### src/rtl/handshake_constant_seq.sv
// ---------------------------------------------------------------------------
// handshake_constant_seq
//
// Emits one constant token for every accepted control token. The token value
// comes from CONST_TABLE. In MODE 1 the table index steps through
// 0..DEPTH-1 and wraps. In MODE 0 the index stays at entry 0.
// The output is fully registered. It uses a main register plus a one-entry
// skid register, so ctrl_ready and the outs signals never depend
// combinationally on any input.
//
// Handshake: a transfer happens on a rising clk edge when the sender's
// valid and the receiver's ready are both 1 during that cycle. A valid
// token is held unchanged until the receiver takes it. ctrl_ready does
// not depend on ctrl_valid.
//
// Ports:
//   clk         single clock, all state on the rising edge
//   rst         asynchronous active-low reset
//   ctrl_valid  control token offered (no payload)
//   ctrl_ready  block accepts a control token this cycle
//   outs        constant token data
//   outs_valid  outs holds a valid token
//   outs_ready  downstream consumes the token this cycle
//   seq_idx     table index the next accepted control token will use
// ---------------------------------------------------------------------------
module handshake_constant_seq #(
    parameter int DATA_WIDTH = 32,
    parameter int DEPTH      = 4,
    parameter int MODE       = 1,
    parameter logic [DEPTH*DATA_WIDTH-1:0] CONST_TABLE = {32'h4, 32'h3, 32'h2, 32'h1},
    localparam int IDX_W     = (DEPTH > 1) ? $clog2(DEPTH) : 1
) (
    input  logic                  clk,
    input  logic                  rst,
    input  logic                  ctrl_valid,
    output logic                  ctrl_ready,
    output logic [DATA_WIDTH-1:0] outs,
    output logic                  outs_valid,
    input  logic                  outs_ready,
    output logic [IDX_W-1:0]      seq_idx
);

    logic                  r_ctrl_ready;
    logic                  r_outs_valid;
    logic [DATA_WIDTH-1:0] r_outs;
    logic                  r_skid_valid;
    logic [DATA_WIDTH-1:0] r_skid_data;
    logic [IDX_W-1:0]      r_seq_idx;

    logic                  w_accept;
    logic                  w_main_free;
    logic                  w_skid_valid_nxt;
    logic [DATA_WIDTH-1:0] w_token;

    assign w_accept    = ctrl_valid & r_ctrl_ready;
    assign w_main_free = ~r_outs_valid | outs_ready;

    // Table lookup. In MODE 0 the index never leaves 0, so entry 0 is used.
    always_comb begin
        w_token = '0;
        for (int i = 0; i < DEPTH; i++) begin
            if (r_seq_idx == IDX_W'(i)) begin
                w_token = CONST_TABLE[i*DATA_WIDTH +: DATA_WIDTH];
            end
        end
    end

    // The skid fills only when the main register is stalled and a token
    // arrives. It drains whenever the main register frees up.
    always_comb begin
        w_skid_valid_nxt = r_skid_valid;
        if (w_main_free) begin
            w_skid_valid_nxt = 1'b0;
        end else if (w_accept) begin
            w_skid_valid_nxt = 1'b1;
        end
    end

    always_ff @(posedge clk or negedge rst) begin
        if (!rst) begin
            r_ctrl_ready <= 1'b0;
            r_outs_valid <= 1'b0;
            r_outs       <= '0;
            r_skid_valid <= 1'b0;
            r_skid_data  <= '0;
        end else begin
            // Registered copy of ~skid_valid. It rises on the first edge
            // after reset release.
            r_ctrl_ready <= ~w_skid_valid_nxt;
            r_skid_valid <= w_skid_valid_nxt;
            if (w_main_free) begin
                // While the skid is full, ctrl_ready is 0. No accept can
                // compete with the skid-to-main move.
                if (r_skid_valid) begin
                    r_outs       <= r_skid_data;
                    r_outs_valid <= 1'b1;
                end else if (w_accept) begin
                    r_outs       <= w_token;
                    r_outs_valid <= 1'b1;
                end else begin
                    r_outs_valid <= 1'b0;
                end
            end else if (w_accept) begin
                r_skid_data <= w_token;
            end
        end
    end

    always_ff @(posedge clk or negedge rst) begin
        if (!rst) begin
            r_seq_idx <= '0;
        end else if (MODE == 1 && DEPTH > 1 && w_accept) begin
            if (r_seq_idx == IDX_W'(DEPTH - 1)) begin
                r_seq_idx <= '0;
            end else begin
                r_seq_idx <= r_seq_idx + IDX_W'(1);
            end
        end
    end

    assign ctrl_ready = r_ctrl_ready;
    assign outs       = r_outs;
    assign outs_valid = r_outs_valid;
    assign seq_idx    = r_seq_idx;

endmodule

### config.mk
export PLATFORM = sky130hd
export DESIGN_NAME = handshake_constant_seq
export DESIGN_NICKNAME = d
export VERILOG_FILES = /design/src/rtl/handshake_constant_seq.sv
export SDC_FILE = /design/constraint.sdc
export NUM_CORES = 1
export LEC_CHECK = 0
export BUFFER_PORTS_ARGS = -buffer_cell sky130_fd_sc_hd__buf_2
export CAP_MARGIN = 5
export CORE_ASPECT_RATIO = 0.75
export CORE_UTILIZATION = 39
export DETAILED_ROUTE_END_ITERATION = 10
export GPL_ROUTABILITY_DRIVEN = 0
export PLACE_DENSITY = 0.85
export RECOVER_POWER = 100
export SYNTH_ARGS = -nofsm -noshare
export SYNTH_HDL_FRONTEND = slang
export SYNTH_SLANG_ARGS = --single-unit
### constraint.sdc
create_clock -name clk -period 1.45 [get_ports clk]
set_input_delay 0.0725 -clock clk [delete_from_list [all_inputs] [get_ports clk]]
set_output_delay 0.0725 -clock clk [all_outputs]
set_load 0.02 [all_outputs]
==> metrics.txt <==
synth unique cells=18; Die ar.=around 2100 µm²; Starting Density=a little over two fifths; CTS H-Tree Depth=1; Final WS setup=just under 0.05 ns; number of top-level pins=40; dpl ws=about 0.012 ns; top post-synthesis cells by area=dfrtp_1, buf_4, mux2_1; cells after synthesis=69; clk slew on worst S/H paths=roughly 0.080 ns; Crit path largest cell delay=0.44 ns; #FFs+latches synth=11; Seq/Total Area, Yosys=~37%; Die W=roughly 52 µm; area growth from synthesis to layout=0%; Synth top area share=about 37%; Total Wirelength=about 1000 µm; CTS sink cnt=11; drt first-iter violations=2; slew at the pin with the worst max-slew slack=a little under 0.6 ns; Worst Path Required=1.62 ns; Fin Setup TNS=0 ns; clock buffer count from CTS=3; hold_sp=outs_ready; CTS Buffer Depth=2; vias in the first global route=352; clock tree from TritonCTS=yes; antenna violations before repair=0; Syn Area/Cell=10.8 µm²; Setup CP Type=reg -> reg; Routed Antenna Nets=0; largest net degree at the start of global routing=12; status=complete, no violations; WP data arrival=approximately 1.6 ns; global-route wire length before repair=between 1500 and 2000 µm; Max Freq=slightly above 700 MHz; worst skew pair latency=between 0.2 and 0.3 ns; Die Y=39.8 µm; commonest non-fill, non-tap cell in the layout=conb_1; Worst Hold Slack=around 0.11 ns; hpwl dp=776 µm; Vias/cell=between 3 and 4; Final Critical Period=~1.4 ns; Final Power=approximately 1.3 mW; fin nets=91; crit path max fanout=5; Crit Reg-Reg Startpoint=seq_idx[1]$_DFFE_PN0P_; FP Rows=13; DRT Pass-1 Iters=2; crit start category=flip-flop; CTS Root Cell=clkbuf_4; Core ar.=about 1800 µm²; Cell Area, Synth=around 740 µm²; port bufs=10; clock skew=approximately 0.0056 ns; Worst VDD drop=slightly below 1 mV; crit path from=seq_idx[1]$_DFFE_PN0P_; DRC=0; Post-CTS Setup Bufs=0; Overflow after GRT=0; commonest cells after routing, fill and taps aside=conb_1, dfrtp_1, clkbuf_1; Pwr Density=roughly 1800 nW/µm²; Setup crit end kind=flip-flop; final hold violation count=0; fin crit share=96.6%; worst min-delay path class=in -> reg; Yosys warnings=0; static leakage=approximately 0.39 nW; final slew viol count=0; Slowest cell on crit path=dfrtp_2; RSZ-0062 raised after global routing=false; number of diodes=0; area leader, netlist=dfrtp_1; WL per Instance=9.52 µm; layout cells sized above 1=between 10% and 20%; via count=a little over 400; Max Cap Viol=0; CP cell instances=inv_1 -> ha_4 -> mux2_1 -> mux2_4; final setup violation count=0; total track usage=roughly an eighth; relative slew slack=61.2%
[sequential cells by signal, indices dropped and copies added, names as in the netlist]
| register | cells |
|---|---|
| outs | 3 |
| r_skid_data | 3 |
| seq_idx | 2 |
| ctrl_ready | 1 |
| outs_valid | 1 |
| r_skid_valid | 1 |
[cell usage after synthesis]
cell and n:
mux2_1 4, inv_1 3, nand2b_1 1, a21o_1 1, nor3_1 1, or2_1 1, mux2_4 3, o21bai_1 1
o21ai_0 2, dfrtp_1 11, nor2b_4 1, nand2_1 4, ha_1 3, buf_4 29, nand4b_2 1, conb_1 1
a21oi_2 1, mux2_2 1
[stage by stage]
stage	utilization (%)	cells	cell area, µm²
after floorplan	-	97	850
after global placement	40.4	100	709
after detailed placement	40.4	100	709
after CTS	42.5	105	747
after global routing	42.2	105	742
final	42.2	105	742
[logic make-up (layout without fill, tap and decap cells)]
logic type	after synthesis	count (layout)	synth area share [%]
AOI/OAI and AO/OA	5	5	4.55
and+or+nand+nor	9	9	8.26
DFF	11	11	37.1
buffers and inverters	32	18	30.9
other	1	29	0.505
adders and majority gates	3	3	5.06
muxes	8	8	13.7
[per-layer routing]
layer / vias up / global-route usage [%] / part of all wire [%]
met4: 0 / 5.92 / 2.1
met1: 184 / 13.0 / 38
met3: 5 / 6.98 / 10
met5: - / 0 / 0
met2: 31 / 18.4 / 49
li1: 190 / - / -
[report_power, final]
group / internal [mW] / switching [mW] / total (mW)
registers: 0.430 / 0.0911 / 0.521
logic: 0.243 / 0.352 / 0.595
clock network: 0.103 / 0.114 / 0.217
total: 0.775 / 0.557 / 1.33
[worst paths after layout]
check                                              to  slack [ns]  depth (start not counted)
max                               outs[1]$_DFFE_PN0P_        0.05                          4
min                            outs_valid$_DFFE_PN0P_        0.11                          3
max reg2reg                       outs[1]$_DFFE_PN0P_        0.05                          4
min reg2reg                r_skid_data[2]$_DFFE_PN0P_        0.49                          1
max in group asynchronous      seq_idx[0]$_DFFE_PN0P_        0.75                          2
min in group asynchronous      outs_valid$_DFFE_PN0P_        0.29                          2
[worst max-delay path: cells and delay by family (launching register included)]
family / cells / cell delay, ns
buf+inv: 1 / 0.11
mux: 2 / 0.54
flops: 1 / 0.44
fa+ha+maj: 1 / 0.21
[final cells by class]
type,instances,area (µm²)
clock inverter,1,5.00
fill,176,1010
timing repair buffer,11,50.0
multi-input combinational,54,348
inverter,3,11.3
tap,22,27.5
sequential,11,278
clock buffer,3,22.5
[repair_timing]
action | in CTS | in global routing
hold buffers | 1 | 0
resized for setup | 0 | 2
setup endpoints to repair | 0 | 1
hold endpoints to repair | 11 | 0
Note: power is estimated with default switching activity, not from simulation.
